### src/rtl/fsab_dma_write_ctrl_pkg.sv
// -----------------------------------------------------------------------------
// fsab_dma_write_ctrl_pkg
// Shared FSAB field widths, request encodings and helpers for the DMA write
// master and its input FIFO.
// -----------------------------------------------------------------------------
package fsab_dma_write_ctrl_pkg;

    localparam int FSAB_REQ_HI  = 0;
    localparam int FSAB_DID_HI  = 3;
    localparam int FSAB_ADDR_HI = 30;
    localparam int FSAB_LEN_HI  = 3;
    localparam int FSAB_DATA_HI = 63;
    localparam int FSAB_MASK_HI = 7;

    localparam logic [FSAB_REQ_HI:0] FSAB_READ  = 1'b0;
    localparam logic [FSAB_REQ_HI:0] FSAB_WRITE = 1'b1;

    localparam int FSAB_BURST_BYTES = 64;
    localparam int BURST_LEN        = 8;

    typedef enum logic {
        ST_IDLE  = 1'b0,
        ST_BURST = 1'b1
    } wr_state_t;

    // A region of zero bursts behaves as a single-burst region.
    function automatic logic [15:0] burst_limit(input logic [15:0] bursts);
        return (bursts == 16'd0) ? 16'd1 : bursts;
    endfunction

endpackage

### src/rtl/fsab_dma_wfifo.sv
// -----------------------------------------------------------------------------
// fsab_dma_wfifo
// Synchronous FIFO with occupancy count, shared by the DMA read and write sides.
// A push is taken whenever the FIFO is not full, even if a pop happens in the
// same cycle, so a full FIFO never admits a word.
//
// Ports
//   clk, rst   clock, async active-high reset (flushes pointers and count)
//   i_push     write request, i_data written when not full
//   i_pop      read request, head advances when not empty
//   o_data     current head word (combinational)
//   o_count    number of stored words, 0..DEPTH
//   o_full     count == DEPTH
//   o_empty    count == 0
// -----------------------------------------------------------------------------
module fsab_dma_wfifo #(
    parameter int WIDTH = 64,
    parameter int DEPTH = 16,
    parameter int CNT_W = $clog2(DEPTH) + 1
) (
    input  logic             clk,
    input  logic             rst,
    input  logic             i_push,
    input  logic [WIDTH-1:0] i_data,
    input  logic             i_pop,
    output logic [WIDTH-1:0] o_data,
    output logic [CNT_W-1:0] o_count,
    output logic             o_full,
    output logic             o_empty
);

    localparam int AW = $clog2(DEPTH);

    logic [WIDTH-1:0] r_mem [DEPTH];
    logic [AW-1:0]    r_wr_ptr;
    logic [AW-1:0]    r_rd_ptr;
    logic [CNT_W-1:0] r_count;
    logic             w_push_ok;
    logic             w_pop_ok;

    assign o_full    = (r_count == CNT_W'(DEPTH));
    assign o_empty   = (r_count == '0);
    assign o_count   = r_count;
    assign o_data    = r_mem[r_rd_ptr];
    assign w_push_ok = i_push & ~o_full;
    assign w_pop_ok  = i_pop & ~o_empty;

    always_ff @(posedge clk) begin
        if (w_push_ok) begin
            r_mem[r_wr_ptr] <= i_data;
        end
    end

    always_ff @(posedge clk or posedge rst) begin
        if (rst) begin
            r_wr_ptr <= '0;
            r_rd_ptr <= '0;
            r_count  <= '0;
        end else begin
            if (w_push_ok) begin
                r_wr_ptr <= r_wr_ptr + 1'b1;
            end
            if (w_pop_ok) begin
                r_rd_ptr <= r_rd_ptr + 1'b1;
            end
            case ({w_push_ok, w_pop_ok})
                2'b10:   r_count <= r_count + 1'b1;
                2'b01:   r_count <= r_count - 1'b1;
                default: r_count <= r_count;
            endcase
        end
    end

endmodule

### src/rtl/fsab_dma_write_ctrl.sv
// -----------------------------------------------------------------------------
// fsab_dma_write_ctrl
// Streaming FSAB DMA write master. Buffers producer words and writes them as
// fixed 8-beat bursts into a circular region starting at cfg_base.
//
// state    | meaning
// ---------+---------------------------------------------------------------
// ST_IDLE  | waiting for enable, >= 8 buffered words and a free credit
// ST_BURST | issuing beats 0..7, one FIFO pop per beat, no backpressure
//
// Ports
//   clk, rst              clock, async active-high reset
//   cfg_enable            permits new bursts to start
//   cfg_base              region base (bits [5:0] ignored)
//   cfg_bursts            region size in 64-byte bursts (0 acts as 1)
//   in_valid/in_data      producer word, in_ready = FIFO not full
//   dmaw__fsabo_*         FSAB request channel towards the arbiter
//   dmaw__fsabo_credit    credit return pulse from the arbiter
//   wrapped               pulse when the write offset returns to 0
//   overflow              sticky: producer offered a word while not ready
// -----------------------------------------------------------------------------
module fsab_dma_write_ctrl
    import fsab_dma_write_ctrl_pkg::*;
#(
    parameter logic [FSAB_DID_HI:0] FSAB_DID     = 4'h3,
    parameter int                   FSAB_CREDITS = 2,
    parameter int                   FIFO_DEPTH   = 16
) (
    input  logic                  clk,
    input  logic                  rst,
    input  logic                  cfg_enable,
    input  logic [FSAB_ADDR_HI:0] cfg_base,
    input  logic [15:0]           cfg_bursts,
    input  logic                  in_valid,
    input  logic [FSAB_DATA_HI:0] in_data,
    output logic                  in_ready,
    output logic                  dmaw__fsabo_valid,
    output logic [FSAB_REQ_HI:0]  dmaw__fsabo_mode,
    output logic [FSAB_DID_HI:0]  dmaw__fsabo_did,
    output logic [FSAB_DID_HI:0]  dmaw__fsabo_subdid,
    output logic [FSAB_ADDR_HI:0] dmaw__fsabo_addr,
    output logic [FSAB_LEN_HI:0]  dmaw__fsabo_len,
    output logic [FSAB_DATA_HI:0] dmaw__fsabo_data,
    output logic [FSAB_MASK_HI:0] dmaw__fsabo_mask,
    input  logic                  dmaw__fsabo_credit,
    output logic                  wrapped,
    output logic                  overflow
);

    localparam int CNT_W  = $clog2(FIFO_DEPTH) + 1;
    localparam int ADDR_W = FSAB_ADDR_HI + 1;

    wr_state_t             r_state;
    wr_state_t             w_state_nxt;
    logic [2:0]            r_beat;
    logic [2:0]            r_credits;
    logic [15:0]           r_offset;
    logic                  r_wrapped;
    logic                  r_overflow;

    logic [CNT_W-1:0]      w_count;
    logic                  w_full;
    logic                  w_empty;
    logic [FSAB_DATA_HI:0] w_head;
    logic                  w_push;
    logic                  w_beat_valid;
    logic                  w_consume;
    logic                  w_last;
    logic                  w_can_start;
    logic [15:0]           w_offset_inc;
    logic                  w_wrap;
    logic [ADDR_W-1:0]     w_addr;

    assign in_ready     = ~w_full;
    assign w_push       = in_valid & in_ready;
    assign w_beat_valid = (r_state == ST_BURST);
    assign w_consume    = w_beat_valid && (r_beat == 3'd0);
    assign w_last       = w_beat_valid && (r_beat == 3'(BURST_LEN - 1));
    assign w_can_start  = cfg_enable && (w_count >= CNT_W'(BURST_LEN)) && (r_credits != 3'd0);
    assign w_offset_inc = r_offset + 16'd1;
    assign w_wrap       = (w_offset_inc >= burst_limit(cfg_bursts));
    // Offset counts 64-byte bursts, so it lands directly above the ignored low bits.
    assign w_addr       = {cfg_base[FSAB_ADDR_HI:6], 6'b0} + ADDR_W'({r_offset, 6'b0});

    fsab_dma_wfifo #(
        .WIDTH (FSAB_DATA_HI + 1),
        .DEPTH (FIFO_DEPTH),
        .CNT_W (CNT_W)
    ) u_wfifo (
        .clk     (clk),
        .rst     (rst),
        .i_push  (w_push),
        .i_data  (in_data),
        .i_pop   (w_beat_valid),
        .o_data  (w_head),
        .o_count (w_count),
        .o_full  (w_full),
        .o_empty (w_empty)
    );

    always_comb begin
        w_state_nxt = r_state;
        case (r_state)
            ST_IDLE:  if (w_can_start) w_state_nxt = ST_BURST;
            ST_BURST: if (w_last)      w_state_nxt = ST_IDLE;
            default:  w_state_nxt = ST_IDLE;
        endcase
    end

    always_ff @(posedge clk or posedge rst) begin
        if (rst) begin
            r_state <= ST_IDLE;
        end else begin
            r_state <= w_state_nxt;
        end
    end

    always_ff @(posedge clk or posedge rst) begin
        if (rst) begin
            r_beat     <= 3'd0;
            r_offset   <= 16'd0;
            r_wrapped  <= 1'b0;
            r_overflow <= 1'b0;
            r_credits  <= 3'(FSAB_CREDITS);
        end else begin
            r_wrapped <= 1'b0;
            if (in_valid && !in_ready) begin
                r_overflow <= 1'b1;
            end
            if (w_beat_valid) begin
                r_beat <= r_beat + 3'd1;
            end else begin
                r_beat <= 3'd0;
            end
            if (w_last) begin
                r_offset  <= w_wrap ? 16'd0 : w_offset_inc;
                r_wrapped <= w_wrap;
            end
            // Simultaneous consume and return cancel out; returns saturate.
            case ({w_consume, dmaw__fsabo_credit})
                2'b10:   r_credits <= r_credits - 3'd1;
                2'b01:   if (r_credits != 3'(FSAB_CREDITS)) r_credits <= r_credits + 3'd1;
                default: r_credits <= r_credits;
            endcase
        end
    end

    credit_return_overflow: assert property (@(posedge clk) disable iff (rst)
        !(dmaw__fsabo_credit && !w_consume && (r_credits == 3'(FSAB_CREDITS))))
        else $warning("fsab_dma_write_ctrl: credit returned with all credits held");

    assign dmaw__fsabo_valid  = w_beat_valid;
    assign dmaw__fsabo_mode   = w_beat_valid ? FSAB_WRITE : '0;
    assign dmaw__fsabo_did    = w_beat_valid ? FSAB_DID : '0;
    assign dmaw__fsabo_subdid = '0;
    assign dmaw__fsabo_addr   = w_beat_valid ? w_addr : '0;
    assign dmaw__fsabo_len    = w_beat_valid ? (FSAB_LEN_HI + 1)'(BURST_LEN) : '0;
    assign dmaw__fsabo_data   = w_beat_valid ? w_head : '0;
    assign dmaw__fsabo_mask   = w_beat_valid ? '1 : '0;
    assign wrapped            = r_wrapped;
    assign overflow           = r_overflow;

endmodule
### config.mk
export PLATFORM = sky130hd
export DESIGN_NAME = fsab_dma_write_ctrl
export DESIGN_NICKNAME = d
export VERILOG_FILES = /design/src/rtl/fsab_dma_write_ctrl_pkg.sv /design/src/rtl/fsab_dma_wfifo.sv /design/src/rtl/fsab_dma_write_ctrl.sv
export SDC_FILE = /design/constraint.sdc
export NUM_CORES = 1
export LEC_CHECK = 0
export CELL_PAD_IN_SITES_DETAIL_PLACEMENT = 1
export CELL_PAD_IN_SITES_GLOBAL_PLACEMENT = 2
export CORE_ASPECT_RATIO = 1.1
export CORE_UTILIZATION = 34
export CTS_CLUSTER_DIAMETER = 120
export DETAILED_ROUTE_END_ITERATION = 16
export PLACE_DENSITY_LB_ADDON = 0.05
export SLEW_MARGIN = 30
export SYNTH_ARGS = -nofsm -noshare
export SYNTH_HDL_FRONTEND = slang
export SYNTH_SLANG_ARGS = --single-unit
### constraint.sdc
create_clock -name clk -period 6.7 [get_ports clk]
set_input_delay 0.67 -clock clk [delete_from_list [all_inputs] [get_ports clk]]
set_output_delay 0.67 -clock clk [all_outputs]
set_load 0.03 [all_outputs]
==> flow_summary_export.csv, run 1 <==
group,metric,value,unit
floorplan,dieWidth,341,um
cts,numCtsBuffers,115,
setup_path,worstPathCellList,"buf_4 -> mux4_2 -> mux4_2 -> and2_1 -> clkdlybuf4s50_1",
synthesis,synthArstFlopShare,3.58,%
status,status,"completed",
setup_path,path_depth,5,
floorplan,die_area,0.128,sq mm
setup_path,cp.required,6030,ps
setup_path,ff2ff_setup_slack,2500,ps
placement,place.gp.congestion,0.717,
cells_and_area,finalCoreUtilization,40.5,%
setup_path,max_stage_delay,880,ps
power,p_leak,16.2,nW
cts,cts_tree,"yes",
power,peakVddDrop,0.000315,V
cts,post_cts_resized,0,
cells_and_area,regArea,0.0317,sq mm
synthesis,ys_top_cells_by_area,"edfxtp_1 72%, mux4_2 17%, dfrtp_1 2.2%, ha_1 1.3%, and2_1 1.1%",
setup_path,cpLargestDelayFamily,"buffers and inverters",
synthesis,ys_ff_latch,1062,
synthesis,yosysSeqAreaShare,73.9,%
grt,grt_use_total,17.8,%
placement,dpl_cell_area,0.0471,sq mm
detailed_routing,routed_wl,112000,um
setup_path,r2r_end,"r_offset[15]",
timing,holdWs,399,ps
synthesis,synth_cell_types,59,
detailed_routing,dr.pass1.iters,5,
floorplan,rows,136,
hold_path,hp-class,"in2async",
cts,clk_latency,720,ps
synthesis,netlist_area,0.0429,sq mm
run,drv_cap,0,
timing,period_share,73.2,%
detailed_routing,drc,0,
cells_and_area,drive_above_1_share,22.9,%
timing,relSlewSlack,36.2,%
timing,finClkSkew,26.6,ps
setup_path,rr_startpoint,"r_offset[1]",
timing,drv_slew,0,
timing,max_freq,0.204,GHz
cells_and_area,area_growth,18.1,%
placement,dpl.hpwl,57400,um
setup_path,crit_path_start_kind,"register",
cts,clock_path_buffers,3,
placement,dp_slack,1980,ps
cts,htreeDepth,3,
timing,rsz0062_at_grt,"no",
detailed_routing,drt_iter0_markers,1323,
cts,holdBufCountCts,0,
grt,grt_max_degree,80,
floorplan,core-area,0.125,sq mm
grt,grt_pass1_vias,23100,
cells_and_area,nFillCells,11700,
synthesis,synthFlopType,"edfxtp_1",
setup_path,ff2ff_path_depth,11,
placement,place_inst,3816,
setup_path,path_max_fanout,31,
setup_path,crit_top_cell,"mux4_2",
cts,root_buffer,"clkbuf_16",
grt,grt_pass1_wl,164000,um
timing,final.setup.tns,0,ps
detailed_routing,vias,20800,
synthesis,synth-warning-count,0,
setup_path,path_buf_inv,2,
detailed_routing,via_per_inst,5.16,
detailed_routing,drt.antenna.violating_nets,0,
setup_path,crit_type,"reg2out",
synthesis,synth_edf_count,1024,
cells_and_area,design_area,0.0507,sq mm
cells_and_area,final_cell_count_no_fill,4025,
timing,worst_slew_pin_slew,957,ps
synthesis,yosysTopAreaCell,"edfxtp_1",
timing,finalSetupViolCount,0,
cts,clock_sinks,1062,
grt,grt.overflow.total,0,
synthesis,avgSynthCellArea,21.3,sq um
synthesis,synthTopCellsByCount,"1024 x edfxtp_1, 320 x mux4_2, 73 x and2_1",
cts,cts_setup_buffers,0,
floorplan,top_level_ports,236,
cells_and_area,layout.nets,2442,
setup_path,cp.arrival,4230,ps
synthesis,netlist_instances,2014,
floorplan,start_util,34.3,%
power,p_per_area,437,mW/mm^2
power,finalPower,22.1,mW
detailed_routing,wl_per_cell,27.9,um
timing,hold_viol_final,0,
placement,port_buffers,214,
cells_and_area,multi_input_area,0.0105,sq mm
setup_path,cp-end-kind,"output pin",
synthesis,synthMostInstantiatedCell,"edfxtp_1",
floorplan,die_y,375,um
grt,antenna_found_initial,10,
timing,fin_crit,4900,ps
cts,clk_pin_slew,60,ps
synthesis,yosysTopAreaCellShare,71.7,%
setup_path,crit_slowest_cell,"dfrtp_4",
timing,finalWorstSetupSlack,1800,ps
[cell usage in the layout, fill, tap and decap left out, drive strengths merged, types with 28 or more instances in the layout]
cell type and count:
ha 45, dfrtp 37, inv 43, nor2 40
edfxtp 1024, nand2 59, o21ai 28, clkbuf 136
clkinv 55, mux4 320, a21oi 32, buf 44
and2 73, clkdlybuf4s50 214
[state kept, by name (all words and copies together), names as in the netlist]
| register | flops |
|---|---|
| u_wfifo.r_rd_ptr | 4 |
| u_wfifo.r_wr_ptr | 4 |
| u_wfifo.o_count | 5 |
| dmaw__fsabo_valid | 1 |
| overflow | 1 |
| r_beat | 3 |
| r_credits | 3 |
| r_offset | 16 |
| wrapped | 1 |
| u_wfifo.r_mem | 1024 |
[tightest hold or removal path: stages]
cell             delay, ps
clkdlybuf4s50_1        400
inv_1                   50
buf_4                  440
[power breakdown]
| group | internal [mW] | leakage, nW | switching, mW | total, mW |
|---|---|---|---|---|
| Sequential | 8.02 | 9.72 | 0.435 | 8.45 |
| Clock | 3.48 | 1.74 | 2.58 | 6.06 |
| Combinational | 3.52 | 4.77 | 4.10 | 7.62 |
| Total | 15.0 | 16.2 | 7.12 | 22.1 |
[cell families after synthesis]
logic type / after synthesis / share of synthesized area (%)
adder cells (fa/ha/maj): 48 / 1.45
XOR/XNOR: 35 / 0.732
other: 1 / 0.00874
AO/OA/AOI/OAI: 119 / 1.82
AND/OR/NAND/NOR: 257 / 3.11
multiplexers: 328 / 17.0
buffers and inverters: 164 / 1.97
flip-flops: 1062 / 73.9
[metal layers]
layer	vias up	track usage [%]	wire (um)
li1	8880	-	-
met1	11400	24.0	49800
met2	395	29.8	55700
met3	143	3.13	4680
met4	16	4.61	2050
met5	-	0	98
[cell type report]
cell class	instances	area share (%)
Antenna cell	1	0.00494
Clock buffer	136	5.83
Clock inverter	71	1.19
Inverter	39	0.289
Multi-Input combinational cell	802	20.7
Sequential cell	1062	62.6
Tap cell	1656	4.09
Timing Repair Buffer	258	5.26
[worst max-delay path by stage]
stage                   startpoint              endpoint  slack (ps)
2_1_floorplan   u_wfifo.o_count[0]   u_wfifo.r_mem[3][0]         430
3_3_place_gp           cfg_base[6]  dmaw__fsabo_addr[28]        1970
3_5_place_dp           cfg_base[6]  dmaw__fsabo_addr[28]        1980
4_1_cts        u_wfifo.r_rd_ptr[0]  dmaw__fsabo_data[17]        1620
5_1_grt        u_wfifo.r_rd_ptr[0]  dmaw__fsabo_data[17]        1530
6_report       u_wfifo.r_rd_ptr[0]  dmaw__fsabo_data[17]        1800
Power figures use the tool's default switching activity.
==> run 2, diff against run 1 <==
- clock period: 6.7 -> 4.09 ns (I/O delays scaled with it)
==> run 2 against run 1 <==
Register-to-register slack worse by 1900 ps. Combinational power up 69%. Power up 69%. Largest power group unchanged. Highest routed layer unchanged.
==> flow_summary_export.csv, run 2 (synthesis results as in run 1) <==
group,metric,value,unit
status,status,"completed",
cells_and_area,area_growth,20.5,%
timing,max_freq,0.253,GHz
placement,dpl.hpwl,62000,um
timing,hold_viol_final,0,
placement,port_buffers,214,
cts,root_buffer,"clkbuf_16",
setup_path,crit_path_start_kind,"register",
timing,finalSetupViolCount,0,
detailed_routing,top_layer,"met5",
cells_and_area,largest_reg_flops,1024,
cells_and_area,layout_common_cells,"1024 x edfxtp_1, 320 x mux4_2, 152 x clkdlybuf4s50_1",
cells_and_area,regArea,0.0317,sq mm
cells_and_area,nFillCells,11700,
timing,period_share,96.6,%
detailed_routing,vias,20800,
timing,worst_slew_pin_slew,794,ps
detailed_routing,dr.pass1.iters,5,
timing,drv_slew,0,
grt,grt_max_degree,106,
timing,rsz0062_at_grt,"yes",
floorplan,die_area,0.128,sq mm
cts,numCtsBuffers,113,
cells_and_area,drive_above_1_share,26.1,%
placement,place.gp.congestion,0.734,
power,finalPower,37.3,mW
detailed_routing,drc,0,
power,p_per_area,722,mW/mm^2
detailed_routing,routed_wl,114000,um
detailed_routing,wl_met2,58200,um
cts,clock_path_buffers,3,
detailed_routing,drt_iter0_markers,1217,
timing,final.setup.tns,0,ps
setup_path,cp.arrival,3540,ps
cells_and_area,largest-register,"u_wfifo.r_mem",
cts,cts_tree,"yes",
grt,grt.overflow.total,0,
hold_path,hp-class,"in2async",
setup_path,path_max_fanout,26,
cells_and_area,layout.nets,2478,
detailed_routing,drt.antenna.violating_nets,0,
detailed_routing,met1Wirelength,48600,um
floorplan,start_util,34.3,%
floorplan,rows,136,
detailed_routing,via_per_inst,5.11,
cells_and_area,multi_input_area,0.0105,sq mm
grt,grt_pass1_wl,166000,um
setup_path,crit_type,"reg2out",
timing,relSlewSlack,46.9,%
setup_path,ff2ff_setup_slack,610,ps
timing,fin_crit,3950,ps
run,drv_cap,0,
timing,finClkSkew,28.1,ps
cts,clk_latency,710,ps
power,peakVddDrop,0.000412,V
timing,holdWs,139,ps
cells_and_area,layout_commonest_cell,"edfxtp_1",
power,p_leak,17.0,nW
placement,place_inst,3850,
cells_and_area,final_cell_count_no_fill,4065,
grt,grt_pass1_vias,23300,
floorplan,core-area,0.125,sq mm
detailed_routing,wl_per_cell,28.0,um
cts,htreeDepth,3,
floorplan,dieWidth,341,um
grt,grt_use_total,18.1,%
floorplan,top_level_ports,236,
setup_path,cp.required,3680,ps
detailed_routing,met3_wirelength,4710,um
floorplan,die_y,375,um
cts,clk_pin_slew,60,ps
setup_path,cp-end-kind,"output pin",
grt,antenna_found_initial,8,
cts,clock_sinks,1062,
## run 2: metrics by stage
stage	setup slack, ps	cell area, sq um	utilization, %
floorplan	-469	43000	-
global placement	162	47600	38.1
detailed placement	160	47600	38.1
CTS	-41.4	51600	41.3
global route	-32.1	51700	41.3
finish	137	51700	41.3
## run 2: final timing paths
path	startpoint	endpoint	depth (start not counted)
min	rst	u_wfifo.o_count[0]	2
min in group clk	cfg_enable	dmaw__fsabo_valid	3
max reg2reg	r_offset[1]	r_offset[6]	12
max	u_wfifo.r_rd_ptr[0]	dmaw__fsabo_data[34]	6
max in group asynchronous	rst	dmaw__fsabo_valid	2
min reg2reg	r_beat[0]	r_beat[0]	1
## run 2: layer usage
layer / vias up / global-route usage [%]
met3: 135 / 2.96
li1: 8958 / -
met4: 10 / 4.98
met5: - / 0
met2: 422 / 31.3
met1: 11300 / 23.6
## run 2: timing repair
item                                    4_1_cts  5_1_grt
endpoints found under the setup margin       60       23
gates cloned                                  1        0
setup buffers                                 4        0
resized for setup                            42       24
hold buffers                                  0        0
## run 2: where the power goes
group | leakage [nW] | switching [mW] | total [mW] | internal [mW]
registers | 9.71 | 0.591 | 13.7 | 13.1
logic | 5.37 | 6.99 | 12.9 | 5.96
clock network | 1.90 | 4.29 | 10.6 | 6.34
## run 2: final cells by class
class | count | area share (%)
repair buffers | 296 | 6.39
clock inverters | 80 | 1.78
well taps | 1656 | 4.01
flip-flops and latches | 1062 | 61.4
inverters | 39 | 0.288
diodes | 1 | 0.00484
clock buffers | 129 | 5.75
multi-input cells | 802 | 20.4
## run 2: worst max-delay path: stages (launching register included)
cell	delay, ps
dfrtp_4	520
buf_16	260
buf_12	260
mux4_2	540
mux4_2	470
and2_1	160
clkdlybuf4s50_1	590
